==> config.mk <==
export PLATFORM = sky130hd
export DESIGN_NAME = relu_maxpool_unit_flat
export DESIGN_NICKNAME = d
export VERILOG_FILES = /design/src/rtl/relu_maxpool_unit_if.sv /design/src/rtl/relu_maxpool_unit.sv /design/src/flat_wrapper.sv
export SDC_FILE = /design/constraint.sdc
export NUM_CORES = 1
export LEC_CHECK = 0
export ABC_AREA = 1
export CORE_MARGIN = 8
export CORE_UTILIZATION = 30
export CTS_BUF_LIST = sky130_fd_sc_hd__clkbuf_2
export CTS_CLUSTER_SIZE = 24
export DETAILED_ROUTE_END_ITERATION = 8
export PLACE_DENSITY = 0.47
export SKIP_LAST_GASP = 1
export SYNTH_ARGS = -nofsm -noshare
export SYNTH_HDL_FRONTEND = slang
export SYNTH_SLANG_ARGS = --single-unit
==> constraint.sdc <==
create_clock -name clock -period 3.3 [get_ports clock]
set_input_delay 0.495 -clock clock [delete_from_list [all_inputs] [get_ports clock]]
set_output_delay 0.495 -clock clock [all_outputs]
set_load 0.1 [all_outputs]
==> src/rtl/relu_maxpool_unit_if.sv <==
// relu_maxpool_unit_if: stream bus around the ReLU / 2x2 max-pool stage.
//   master : producer + consumer side (drives start, relu_en, in_*, pool_ready)
//   slave  : the pooling unit (drives pool_val, pool_valid, frame_done, overflow)
interface relu_maxpool_unit_if #(
  parameter int DATA_W = 8
);
  logic              start;
  logic              relu_en;
  logic [DATA_W-1:0] in_val;
  logic              in_valid;
  logic [DATA_W-1:0] pool_val;
  logic              pool_valid;
  logic              pool_ready;
  logic              frame_done;
  logic              overflow;

  modport master (
    output start, relu_en, in_val, in_valid, pool_ready,
    input  pool_val, pool_valid, frame_done, overflow
  );

  modport slave (
    input  start, relu_en, in_val, in_valid, pool_ready,
    output pool_val, pool_valid, frame_done, overflow
  );
endinterface

==> src/rtl/relu_maxpool_unit.sv <==
// relu_maxpool_unit: optional ReLU followed by 2x2 stride-2 signed max pooling
// over a raster stream of convolution results, with a 2-entry output FIFO.
//   clock  : rising-edge clock
//   reset  : async active-high, clears all state
//   bus    : slave modport (start, relu_en, in_val/in_valid in;
//            pool_val/pool_valid/pool_ready handshake, frame_done, overflow)
module relu_maxpool_unit #(
  parameter int DATA_W = 8,
  parameter int OUT_W  = 4,
  parameter int OUT_H  = 4
) (
  input logic                clock,
  input logic                reset,
  relu_maxpool_unit_if.slave bus
);
  // counters are one bit wider than strictly needed so the pooled-region
  // limits (which can equal OUT_W / OUT_H) are representable
  localparam int CW  = $clog2(OUT_W + 1);
  localparam int RW  = $clog2(OUT_H + 1);
  localparam int LB  = (OUT_W / 2 > 0) ? OUT_W / 2 : 1;
  localparam int LBW = (LB > 1) ? $clog2(LB) : 1;

  localparam logic [CW-1:0] COL_LAST = CW'(OUT_W - 1);
  localparam logic [RW-1:0] ROW_LAST = RW'(OUT_H - 1);
  localparam logic [CW-1:0] COL_LIM  = CW'(2 * (OUT_W / 2));
  localparam logic [RW-1:0] ROW_LIM  = RW'(2 * (OUT_H / 2));

  logic [CW-1:0]            col_q, col_d;
  logic [RW-1:0]            row_q, row_d;
  logic signed [DATA_W-1:0] h_q, h_d;
  logic                     done_q, done_d;
  logic signed [DATA_W-1:0] lb_q [LB];

  logic [1:0]               cnt_q, cnt_d;
  logic signed [DATA_W-1:0] f0_q, f0_d, f1_q, f1_d;
  logic                     ovf_q, ovf_d;

  logic                     accept, col_last, row_last, in_pool, lb_we, push, pop;
  logic [LBW-1:0]           idx;
  logic signed [DATA_W-1:0] v, hmax, vmax;

  // start wins over a coincident pixel
  assign accept   = bus.in_valid && !bus.start;
  assign col_last = (col_q == COL_LAST);
  assign row_last = (row_q == ROW_LAST);
  // trailing odd column/row is counted but never pooled
  assign in_pool  = (col_q < COL_LIM) && (row_q < ROW_LIM);
  assign idx      = LBW'(col_q >> 1);

  assign v    = (bus.relu_en && bus.in_val[DATA_W-1]) ? '0 : $signed(bus.in_val);
  assign hmax = (v > h_q) ? v : h_q;
  assign vmax = (hmax > lb_q[idx]) ? hmax : lb_q[idx];

  assign lb_we = accept && in_pool && col_q[0] && !row_q[0];
  assign push  = accept && in_pool && col_q[0] && row_q[0];
  assign pop   = (cnt_q != 2'd0) && bus.pool_ready;

  always_comb begin
    col_d  = col_q;
    row_d  = row_q;
    h_d    = h_q;
    done_d = 1'b0;
    if (accept) begin
      done_d = col_last && row_last;
      if (col_last) begin
        col_d = '0;
        row_d = row_last ? '0 : row_q + RW'(1);
      end else begin
        col_d = col_q + CW'(1);
      end
      if (in_pool && !col_q[0]) h_d = v;
    end
    if (bus.start) begin
      col_d  = '0;
      row_d  = '0;
      h_d    = '0;
      done_d = 1'b0;
    end
  end

  // pop is applied before push, so push+pop on a full FIFO never drops
  always_comb begin
    cnt_d = cnt_q;
    f0_d  = f0_q;
    f1_d  = f1_q;
    ovf_d = ovf_q;
    if (push && pop) begin
      if (cnt_q == 2'd2) begin
        f0_d = f1_q;
        f1_d = vmax;
      end else begin
        f0_d = vmax;
      end
    end else if (pop) begin
      f0_d  = f1_q;
      cnt_d = cnt_q - 2'd1;
    end else if (push) begin
      if (cnt_q == 2'd0) begin
        f0_d  = vmax;
        cnt_d = 2'd1;
      end else if (cnt_q == 2'd1) begin
        f1_d  = vmax;
        cnt_d = 2'd2;
      end else begin
        ovf_d = 1'b1;
      end
    end
    if (bus.start) begin
      cnt_d = 2'd0;
      f0_d  = '0;
      f1_d  = '0;
      ovf_d = 1'b0;
    end
  end

  always_ff @(posedge clock or posedge reset) begin
    if (reset) begin
      col_q  <= '0;
      row_q  <= '0;
      h_q    <= '0;
      done_q <= 1'b0;
      cnt_q  <= 2'd0;
      f0_q   <= '0;
      f1_q   <= '0;
      ovf_q  <= 1'b0;
      for (int i = 0; i < LB; i++) lb_q[i] <= '0;
    end else begin
      col_q  <= col_d;
      row_q  <= row_d;
      h_q    <= h_d;
      done_q <= done_d;
      cnt_q  <= cnt_d;
      f0_q   <= f0_d;
      f1_q   <= f1_d;
      ovf_q  <= ovf_d;
      if (lb_we) lb_q[idx] <= hmax;
    end
  end

  assign bus.pool_valid = (cnt_q != 2'd0);
  assign bus.pool_val   = (cnt_q != 2'd0) ? f0_q : '0;
  assign bus.frame_done = done_q;
  assign bus.overflow   = ovf_q;
endmodule

==> src/flat_wrapper.sv <==
// flat-port wrapper written by rule: the top's interface ports become plain ports
module relu_maxpool_unit_flat 
#(
  parameter int DATA_W = 8,
  parameter int OUT_W  = 4,
  parameter int OUT_H  = 4
)
  (clock, reset, bus_start, bus_relu_en, bus_in_val, bus_in_valid, bus_pool_ready, bus_pool_val, bus_pool_valid, bus_frame_done, bus_overflow);
  relu_maxpool_unit_if #(.DATA_W(DATA_W)) bus_i ();
  input logic clock;
  input logic reset;
  input wire logic [$bits(bus_i.start)-1:0] bus_start;
  input wire logic [$bits(bus_i.relu_en)-1:0] bus_relu_en;
  input wire logic [$bits(bus_i.in_val)-1:0] bus_in_val;
  input wire logic [$bits(bus_i.in_valid)-1:0] bus_in_valid;
  input wire logic [$bits(bus_i.pool_ready)-1:0] bus_pool_ready;
  output wire logic [$bits(bus_i.pool_val)-1:0] bus_pool_val;
  output wire logic [$bits(bus_i.pool_valid)-1:0] bus_pool_valid;
  output wire logic [$bits(bus_i.frame_done)-1:0] bus_frame_done;
  output wire logic [$bits(bus_i.overflow)-1:0] bus_overflow;
  assign bus_i.start = bus_start;
  assign bus_i.relu_en = bus_relu_en;
  assign bus_i.in_val = bus_in_val;
  assign bus_i.in_valid = bus_in_valid;
  assign bus_i.pool_ready = bus_pool_ready;
  assign bus_pool_val = bus_i.pool_val;
  assign bus_pool_valid = bus_i.pool_valid;
  assign bus_frame_done = bus_i.frame_done;
  assign bus_overflow = bus_i.overflow;
  relu_maxpool_unit #(.DATA_W(DATA_W), .OUT_W(OUT_W), .OUT_H(OUT_H)) u_core (.clock(clock), .reset(reset), .bus(bus_i));
endmodule
==> results of run 1 <==
## state kept, by name, indices dropped and copies added, names as in the netlist
| name | flops |
|---|---|
| u_core.row_q | 3 |
| u_core.f1_q | 8 |
| u_core.f0_q | 8 |
| u_core.h_q | 8 |
| u_core.cnt_q | 2 |
| u_core.bus.overflow | 1 |
| u_core.col_q | 3 |
| u_core.lb_q | 16 |
| u_core.bus.frame_done | 1 |
## timing repair
item                                   4_1_cts  5_1_grt
resized for setup                           58       67
setup endpoints to repair                   16       17
cloned                                       2        0
hold buffers                                 0        0
pin swaps                                   28       43
endpoints found under the hold margin        0        0
buffers inserted                            44       14
## cell families after synthesis
| kind of cell | Yosys count | share of synthesized area |
|---|---|---|
| flip-flops | 50 | 0.380 |
| AO/OA/AOI/OAI | 76 | 0.132 |
| adder cells (fa/ha/maj) | 20 | 0.0759 |
| multiplexers | 1 | 0.00342 |
| buffers and inverters | 87 | 0.101 |
| AND/OR/NAND/NOR | 229 | 0.308 |
## layout make-up
class                   count  area (sq um)  share of cell area
well taps                 140           175              0.0345
diodes                      1          2.50            0.000492
clock inverters             3          43.8             0.00862
multi-input cells         328          2230               0.439
flip-flops and latches     50          1250               0.246
inverters                  80           303              0.0596
clock buffers               5          25.0             0.00492
repair buffers            134          1050               0.207
## synthesized netlist by cell type, drive strengths merged (2+ instances only)
| cell type | instances |
|---|---|
| inv | 79 |
| nor2 | 23 |
| o22ai | 11 |
| buf | 5 |
| o21ai | 28 |
| clkbuf | 2 |
| a21oi | 24 |
| o21a | 8 |
| nand2 | 158 |
| nand3 | 35 |
| nand4 | 10 |
| ha | 20 |
| dfrtp | 50 |
## power by group
| part | leakage [uW] | internal [uW] | switching, uW | total [uW] |
|---|---|---|---|---|
| sequential | 0.000636 | 745 | 66.6 | 812 |
| combinational | 0.00192 | 982 | 1410 | 2400 |
| clock | 0.0000433 | 130 | 236 | 366 |
| total | 0.00260 | 1860 | 1720 | 3570 |
## metrics by stage
stage	setup WS, ns	setup TNS (ns)	utilization	power, uW
after floorplan	0.0251	0	-	2010
after global placement	-0.986	-14.39	0.376	2510
after detailed placement	-0.983	-14.49	0.376	2520
after CTS	0.0119	0	0.434	3280
after global routing	-0.159	-1.26	0.471	3840
final	-0.0162	-0.0162	0.471	3570
## final timing paths
kind / startpoint / to / slack (ns) / depth (start not counted)
worst max register to register: u_core.h_q[7] / u_core.f0_q[2] / -0.02 / 27
max in group asynchronous: reset / u_core.lb_q[8] / 2.38 / 3
min in group asynchronous: reset / u_core.f1_q[1] / 0.48 / 3
worst min-delay path: bus_relu_en / u_core.h_q[7] / 0.39 / 4
worst min register to register: u_core.f0_q[0] / u_core.f0_q[0] / 0.52 / 2
worst max-delay path: u_core.h_q[7] / u_core.f0_q[2] / -0.02 / 27
## metal layers
metal,up-vias,GRT usage
li1,1765,-
met1,1663,0.182
met2,68,0.250
met3,9,0.0145
met4,0,0.0359
met5,-,0
## worst register-to-register path: stages (launching register included)
cell	delay [ns]
dfrtp_1	0.42
inv_2	0.05
ha_4	0.28
nand2_2	0.05
inv_2	0.08
nand2_4	0.07
nor2_4	0.13
nand3_4	0.13
nand2_4	0.12
nand2_4	0.08
nand3_4	0.18
nand2_4	0.09
buf_4	0.14
buf_4	0.12
buf_4	0.12
buf_4	0.12
buf_4	0.12
buf_4	0.12
buf_4	0.12
buf_4	0.12
buf_4	0.12
buf_4	0.13
nand3_4	0.10
nand3_2	0.07
nand2_1	0.08
nand2_1	0.05
nand2_1	0.05
nand2_1	0.05
==> flow_metrics.env, run 1 <==
export IMPL_status="finished with violations"
export IMPL_violations="setup timing"
export IMPL_clock_root_buffer="clkbuf_2"
export IMPL_drv_cap=0
export IMPL_dp_hpwl_um=6870
export IMPL_worst_endpoint_arrival_ns=3.73
export IMPL_yosysSeqAreaShare=0.380
export IMPL_wl_per_cell_um=14.2
export IMPL_fin_area_sq_um=5080
export IMPL_mostFrequentLayoutCells="nand2_1 (123), buf_4 (114), inv_1 (63)"
export IMPL_ys_warn_count=0
export IMPL_synth_cell_types=34
export IMPL_antenna_left=0
export IMPL_clockBufferDepth=2
export IMPL_synth_ff_type="dfrtp_1"
export IMPL_synth_top_cell_area_share=0.380
export IMPL_cts_tree="yes"
export IMPL_leakage_uw=0.00260
export IMPL_htree_levels=2
export IMPL_powerDensity_nw_per_um2=703
export IMPL_clock_sinks=50
export IMPL_period_share=1.00
export IMPL_start_kind="flop"
export IMPL_netlist_area_sq_um=3300
export IMPL_rsz0062_at_grt="true"
export IMPL_grt_pass1_vias=3455
export IMPL_crit_path_frequent_cell="buf_4"
export IMPL_drt_met1_wl_um=4770
export IMPL_maxSlewViolCount=0
export IMPL_routed_top_layer="met4"
export IMPL_core_sq_um=10800
export IMPL_finalHoldViolCount=0
export IMPL_dr_wl_met3_um=348
export IMPL_final_common_cell="nand2_1"
export IMPL_fin_hold_ws_ns=0.388
export IMPL_drive_gt1_frac=0.388
export IMPL_critPathBufInv=12
export IMPL_clk_pin_slew_ns=0.31
export IMPL_hp_class="primary input to flop"
export IMPL_final_nets=633
export IMPL_synth_top_area_cell="dfrtp_1"
export IMPL_synth_edff_count=0
export IMPL_end_kind="flop"
export IMPL_ys_ff_latch=50
export IMPL_start_util=0.305
export IMPL_grt_max_degree=51
export IMPL_max_freq_ghz=0.302
export IMPL_remaining_drc_errors=0
export IMPL_worst_slew_pin_slew_ns=0.968
export IMPL_die_h_um=121
export IMPL_rows=38
export IMPL_cpMaxStageDelayCell="dfrtp_1"
export IMPL_cts_buffers=5
export IMPL_clock_latency_ns=0.47
export IMPL_syn_inst=463
export IMPL_antenna_found_initial=1
export IMPL_grtUsageTotal=0.142
export IMPL_wl_met2_um=5280
export IMPL_first_pass_iters=4
export IMPL_vias=3505
export IMPL_async_flop_share=1.00
export IMPL_viasPerCell=4.73
export IMPL_crit_required_ns=3.72
export IMPL_syn2layout_area_growth_pct=54.2
export IMPL_path_class="flop to flop"
export IMPL_final_cells=741
export IMPL_cp_top_family="buffers and inverters"
export IMPL_finalClockSkew_ns=0.0226
export IMPL_dieArea_sq_um=14600
export IMPL_dieWidth_um=121
export IMPL_portBuffers=24
export IMPL_fin_crit_ns=3.32
export IMPL_relSlewSlack=0.353
export IMPL_routed_wl_um=10500
export IMPL_grt_pass1_wl_um=16900
export IMPL_cp_max_fo=7
export IMPL_overflow=0
export IMPL_drt_initial_drc_count=174
export IMPL_placed_cell_area_sq_um=4060
export IMPL_setup_slack_ns=-0.0162
export IMPL_nFillCells=1026
export IMPL_slowest_delay_ns=0.42
export IMPL_io_pins=25
export IMPL_synth_net_count=497
export IMPL_irDropWorstVdd_mv=0.323
export IMPL_synthTopCellsByArea="dfrtp_1 (38%), nand2_1 (17%), inv_1 (8.8%)"
export IMPL_gp_congestion=0.884
export IMPL_placed_cells=672
export IMPL_final_setup_viol_count=1
export IMPL_syn_area_per_cell_sq_um=7.12
Power figures use the tool's default switching activity.
==> inputs of run 2 (changes only) <==
ABC_AREA = default   (was 1)
==> run 2 against run 1 <==
  * The flow still finishes with violations (setup timing)
  * Count of clock-buffer cells in the layout did not move
  * Non-clock buffer count down 11
  * Highest routed layer unchanged
  * Critical path depth fell by 10
  * Setup slack got worse by 0.30 ns
  * Cell area shrank 2.9%
  * Largest power group unchanged
  * Critical endpoint unchanged
  * Register-to-register slack lost 0.29 ns
==> flow_metrics.env, run 2 <==
export IMPL_maxSlewViolCount=0
export IMPL_synth_common_cells="dfrtp_1 (50), inv_1 (37), nor2_1 (34)"
export IMPL_status="finished with violations"
export IMPL_fin_tns_setup_ns=-4.23
export IMPL_clockBufferDepth=2
export IMPL_pre_cts_ws_ns=-1.24
export IMPL_dieWidth_um=120
export IMPL_cts_tree="yes"
export IMPL_synth_simple_area_share=0.148
export IMPL_cts_buffers=5
export IMPL_p_clk_frac=0.145
export IMPL_drv_cap=0
export IMPL_gp_congestion=0.831
export IMPL_async_flop_share=1.00
export IMPL_grt_pass1_vias=3123
export IMPL_vias=3077
export IMPL_r2r_end="u_core.f0_q[2]"
export IMPL_finalClockSkew_ns=0.00884
export IMPL_power_uw=2390
export IMPL_synth_top_family_by_area="compound AO/OA/AOI/OAI gates"
export IMPL_finalHoldViolCount=0
export IMPL_synth_edff_count=0
export IMPL_portBuffers=24
export IMPL_clock_latency_ns=0.44
export IMPL_syn_inst=360
export IMPL_switching_power_uw=940
export IMPL_die_h_um=120
export IMPL_io_pins=25
export IMPL_synth_cell_types=56
export IMPL_grt_pass1_wl_um=15600
export IMPL_synth_ff_type="dfrtp_1"
export IMPL_final_common_cell="buf_4"
export IMPL_syn_area_per_cell_sq_um=9.07
export IMPL_startpoint="bus_in_val[1]"
export IMPL_placed_cell_area_sq_um=4390
export IMPL_ys_ff_latch=50
export IMPL_dieArea_sq_um=14500
export IMPL_relSlewSlack=0.356
export IMPL_start_kind="primary input"
export IMPL_nFillCells=1064
export IMPL_synth_most_common_cell="dfrtp_1"
export IMPL_leakage_uw=0.00227
export IMPL_synthTopCellsByArea="dfrtp_1 (38%), ha_1 (7.7%), mux2_2 (7.2%)"
export IMPL_max_freq_ghz=0.276
export IMPL_switching_share=0.393
export IMPL_violations="setup timing"
export IMPL_final_setup_viol_count=16
export IMPL_netlist_area_sq_um=3270
export IMPL_cts_hold_buf=0
export IMPL_grtUsageTotal=0.131
export IMPL_worst_slew_pin_slew_ns=0.963
export IMPL_wl_per_cell_um=16.0
export IMPL_drive_gt1_frac=0.433
export IMPL_worst_endpoint_arrival_ns=3.98
export IMPL_antenna_left=0
export IMPL_grt_max_degree=35
export IMPL_antenna_found_initial=1
export IMPL_remaining_drc_errors=0
export IMPL_rrSetupSlack_ns=-0.31
export IMPL_clock_root_buffer="clkbuf_2"
export IMPL_cp_max_fo=5
export IMPL_ff_latch_area_sq_um=1250
export IMPL_rows=38
export IMPL_post_synth_fa_ha_maj_area_fraction=0.0800
export IMPL_powerDensity_nw_per_um2=485
export IMPL_hp_class="primary input to asynchronous set/reset pin"
export IMPL_irDropWorstVdd_mv=0.310
export IMPL_largest_reg_flops=16
export IMPL_synth_top_area_cell="dfrtp_1"
export IMPL_core_sq_um=10700
export IMPL_final_nets=504
export IMPL_rsz0062_at_grt="true"
export IMPL_mostFrequentLayoutCells="buf_4 (95), dfrtp_1 (50), nor2_1 (33)"
export IMPL_period_share=1.10
export IMPL_reg2regPathDepth=18
export IMPL_dp_hpwl_um=7180
export IMPL_crit_required_ns=3.66
export IMPL_syn2layout_area_growth_pct=51.0
export IMPL_path_class="primary input to flop"
export IMPL_yosysSeqAreaShare=0.383
export IMPL_r2r_start="u_core.h_q[7]"
export IMPL_clock_sinks=50
export IMPL_p_comb_frac=0.557
export IMPL_synth_compound_area_frac=0.232
export IMPL_htree_levels=2
export IMPL_routed_wl_um=9770
export IMPL_first_pass_iters=4
export IMPL_viasPerCell=5.03
export IMPL_muxShareOfSynthArea=0.0877
export IMPL_fin_area_sq_um=4930
export IMPL_overflow=0
export IMPL_clk_pin_slew_ns=0.28
export IMPL_synth_xor_area_share=0.00268
export IMPL_p_int_uw=1450
export IMPL_synth_net_count=394
export IMPL_setup_slack_ns=-0.319
export IMPL_fin_crit_ns=3.62
export IMPL_multi_input_area_sq_um=2260
export IMPL_drt_initial_drc_count=145
export IMPL_p_seq_frac=0.298
export IMPL_ys_warn_count=0
export IMPL_finalCoreUtilization=0.459
export IMPL_end_kind="flop"
export IMPL_largest_register="u_core.lb_q"
export IMPL_start_util=0.304
export IMPL_synth_top_cell_area_share=0.383
export IMPL_endpoint="u_core.f0_q[2]"
-- run 2: changes by cell type in the layout (fill, tap and decap cells not counted), moves of 10 or more --
cell / change
nand2_1: -107
nand2_4: -12
a22oi_1: +10
o21ai_0: -11
nand3_2: -11
inv_1: -33
nor2_1: +19
o22ai_1: -10
nand3_1: -13
buf_4: -19
mux2_2: +20
nand2_2: -18
-- run 2: kinds of logic (layout without fill, tap and decap cells) --
| logic type | count (synthesis) | count (layout) |
|---|---|---|
| AOI/OAI and AO/OA | 109 | 109 |
| and+or+nand+nor | 96 | 96 |
| buffers and inverters | 57 | 168 |
| DFF | 50 | 50 |
| muxes | 26 | 26 |
| adders and majority gates | 21 | 21 |
| xor gates and xnor gates | 1 | 1 |
| other | 0 | 1 |
-- run 2: layout make-up --
class,instances,share of cell area
well taps,140,0.0355
diodes,1,0.000507
repair buffers,123,0.210
flip-flops and latches,50,0.254
inverters,37,0.0282
clock buffers,5,0.00507
multi-input cells,253,0.458
clock inverters,3,0.00888
-- run 2: power by group through the flow --
| stage | clock (uW) | sequential, uW | combinational (uW) |
|---|---|---|---|
| 3_3_place_gp | 0 | 721 | 1030 |
| 6_report | 346 | 712 | 1330 |
| 5_1_grt | 390 | 722 | 1440 |
| 4_1_cts | 361 | 713 | 1170 |
| 3_5_place_dp | 0 | 723 | 1040 |
| 2_1_floorplan | 0 | 714 | 639 |
-- run 2: how the worst min path moves through the flow --
stage,from,endpoint,depth (start not counted)
final,reset,u_core.lb_q[7],2
after global routing,reset,u_core.f0_q[2],2
after CTS,reset,u_core.lb_q[7],2
after detailed placement,u_core.row_q[2],u_core.bus.frame_done,1
after global placement,u_core.row_q[2],u_core.bus.frame_done,1
after floorplan,u_core.row_q[2],u_core.bus.frame_done,1
-- run 2: critical path: stages --
cell             delay (ns)
clkdlybuf4s50_1        0.46
a21bo_1                0.22
maj3_2                 0.36
o221a_4                0.33
buf_12                 0.15
o41ai_2                0.28
buf_4                  0.17
a21o_1                 0.12
ha_1                   0.26
nand4_1                0.13
and3_4                 0.21
a21oi_2                0.06
buf_4                  0.14
buf_6                  0.13
a211oi_1               0.23
buf_4                  0.16
o21ai_1                0.06
-- run 2: per-stage QoR --
step           hold slack [ns]  instances
2_1_floorplan            0.449        360
4_1_cts                  0.460        599
6_report                 0.446        612
5_1_grt                  0.466        612
3_5_place_dp             0.478        582
3_3_place_gp             0.466        582
-- run 2: what timing repair did --
action,CTS,global route
setup endpoints to repair,16,16
pin swaps,20,9
resized for setup,54,24
setup buffers,12,13
-- run 2: metal layers --
layer	global-route usage	up-vias	wire, um
met4	0.0304	0	64
li1	-	1520	-
met5	0	-	0
met2	0.237	45	5020
met1	0.164	1508	4390
met3	0.0145	4	300
==> inputs of run 3 (changes only) <==
GPL_ROUTABILITY_DRIVEN = 0   (was default)
clock period = 4.3 ns   (was 3.3 ns; I/O delays follow)
==> run 3 against run 2 <==
  * The run now ends clean
  * Sequential power decreased by 22%
  * Via count down 6.8%
  * Cell area shrank 14%
  * Count of clock-buffer cells in the layout unchanged
  * Setup slack improved by 0.45 ns
  * Total power down 35%
  * Flip-flop and latch count unchanged
  * First-iteration DRC count increased by 10%
  * Clock skew grew 0.0085 ns
  * Global-route usage fell by 0.72 points
  * Critical path type unchanged
  * Largest cell class unchanged
==> flow_metrics.env, run 3 (synthesis gave the netlist of run 2 again) <==
export IMPL_setup_slack_ns=0.133
export IMPL_viasPerCell=5.03
export IMPL_nFillCells=1125
export IMPL_largest_reg_flops=16
export IMPL_fin_tns_setup_ns=0
export IMPL_overflow=0
export IMPL_crit_required_ns=4.67
export IMPL_portBuffers=24
export IMPL_whs_endpoint="u_core.bus.frame_done"
export IMPL_dieWidth_um=120
export IMPL_grtUsageTotal=0.124
export IMPL_period_share=0.969
export IMPL_core_sq_um=10700
export IMPL_grt_pass1_wl_um=14700
export IMPL_multi_input_area_sq_um=1920
export IMPL_finalClockSkew_ns=0.0173
export IMPL_post_cts_buffers=0
export IMPL_fin_hold_ws_ns=0.529
export IMPL_fin_crit_ns=4.17
export IMPL_wl_per_cell_um=15.7
export IMPL_min_from="u_core.row_q[2]"
export IMPL_cp_max_fo=7
export IMPL_remaining_drc_errors=0
export IMPL_powerDensity_nw_per_um2=367
export IMPL_clockBufferDepth=2
export IMPL_finalHoldViolCount=0
export IMPL_dieArea_sq_um=14500
export IMPL_antenna_left=0
export IMPL_pre_cts_ws_ns=-0.554
export IMPL_reg2regPathDepth=16
export IMPL_htree_levels=2
export IMPL_grt_max_degree=51
export IMPL_drv_cap=0
export IMPL_dp_hpwl_um=6590
export IMPL_vias=2868
export IMPL_rows=38
export IMPL_r2r_end="u_core.f0_q[0]"
export IMPL_relSlewSlack=0.269
export IMPL_hp_class="flop to flop"
export IMPL_drive_gt1_frac=0.245
export IMPL_io_pins=25
export IMPL_clock_latency_ns=0.45
export IMPL_ff_latch_area_sq_um=1250
export IMPL_cts_buffers=5
export IMPL_status="complete, no violations"
export IMPL_clk_pin_slew_ns=0.28
export IMPL_power_uw=1550
export IMPL_die_h_um=120
export IMPL_clock_sinks=50
export IMPL_start_kind="primary input"
export IMPL_clock_root_buffer="clkbuf_2"
export IMPL_startpoint="bus_relu_en"
export IMPL_drt_initial_drc_count=160
export IMPL_first_pass_iters=4
export IMPL_leakage_uw=0.00195
export IMPL_mostFrequentLayoutCells="buf_4 (57), dfrtp_1 (50), inv_1 (36)"
export IMPL_antenna_found_initial=0
export IMPL_grt_pass1_vias=2976
export IMPL_end_kind="flop"
export IMPL_final_nets=462
export IMPL_worst_endpoint_arrival_ns=4.54
export IMPL_maxSlewViolCount=0
export IMPL_rrSetupSlack_ns=0.45
export IMPL_worst_slew_pin_slew_ns=1.09
export IMPL_hold_depth=1
export IMPL_routed_wl_um=8970
export IMPL_irDropWorstVdd_mv=0.313
export IMPL_cts_tree="yes"
export IMPL_largest_register="u_core.lb_q"
export IMPL_max_freq_ghz=0.240
export IMPL_syn2layout_area_growth_pct=29.3
export IMPL_r2r_start="u_core.h_q[4]"
export IMPL_start_util=0.304
export IMPL_path_class="primary input to flop"
export IMPL_final_setup_viol_count=0
export IMPL_final_common_cell="buf_4"
[run 3: changes by cell type in the layout (fill, tap and decap cells not counted), sizes merged]
cell	before	now
buf	110	57
dlygate4sd2	6	0
clkdlybuf4s50	7	24
[run 3: how the worst max path moves through the flow]
stage | endpoint | slack, ns | cells after the start
global route | u_core.f1_q[0] | -0.05 | 18
CTS | u_core.f0_q[0] | 0.08 | 17
finish | u_core.f0_q[0] | 0.13 | 19
global placement | u_core.f0_q[7] | -0.55 | 17
floorplan | u_core.f0_q[0] | 0.18 | 17
detailed placement | u_core.f0_q[7] | -0.55 | 17
[run 3: layout make-up]
cell class | count | area share
inverter | 37 | 0.0329
antenna | 1 | 0.000593
timing repair buffer | 81 | 0.158
sequential | 50 | 0.296
multi-input combinational | 253 | 0.454
tap | 140 | 0.0415
clock buffer | 5 | 0.00593
clock inverter | 3 | 0.0104
[run 3: repair_timing]
action,in CTS,in global routing
resized for setup,2,17
hold buffers,0,0
endpoints found under the setup margin,12,16
pin swaps,0,3
[run 3: worst max-delay path: stages]
cell	delay, ns
clkdlybuf4s50_1	0.49
nand2_2	0.10
nand2_1	0.11
inv_1	0.05
ha_1	0.28
o21ai_0	0.08
o21a_2	0.25
o221a_4	0.32
o41ai_4	0.33
buf_4	0.17
a21o_1	0.12
ha_1	0.23
and4_1	0.21
nand4_1	0.11
and3_1	0.19
a21oi_1	0.07
buf_4	0.16
or3_1	0.34
a31o_2	0.26
[run 3: per-layer routing]
layer	up-vias	wire length (um)	track usage
li1	1436	-	-
met1	1378	4340	0.164
met2	44	4220	0.209
met3	10	298	0.0196
met4	0	113	0.0289
met5	-	0	0
[run 3: per-stage QoR]
| step | util | cell area (sq um) | std cells |
|---|---|---|---|
| final | 0.393 | 4220 | 570 |
| after global routing | 0.393 | 4220 | 569 |
| after CTS | 0.383 | 4110 | 569 |
| after detailed placement | 0.375 | 4030 | 561 |
| after global placement | 0.375 | 4030 | 561 |
| after floorplan | - | 3270 | 360 |
[run 3: where the power goes]
group / leakage (uW) / total [uW] / internal [uW] / switching, uW
clock network: 0.0000433 / 266 / 99.6 / 167
logic: 0.00123 / 731 / 317 / 413
registers: 0.000679 / 552 / 519 / 32.6
total: 0.00195 / 1550 / 936 / 612
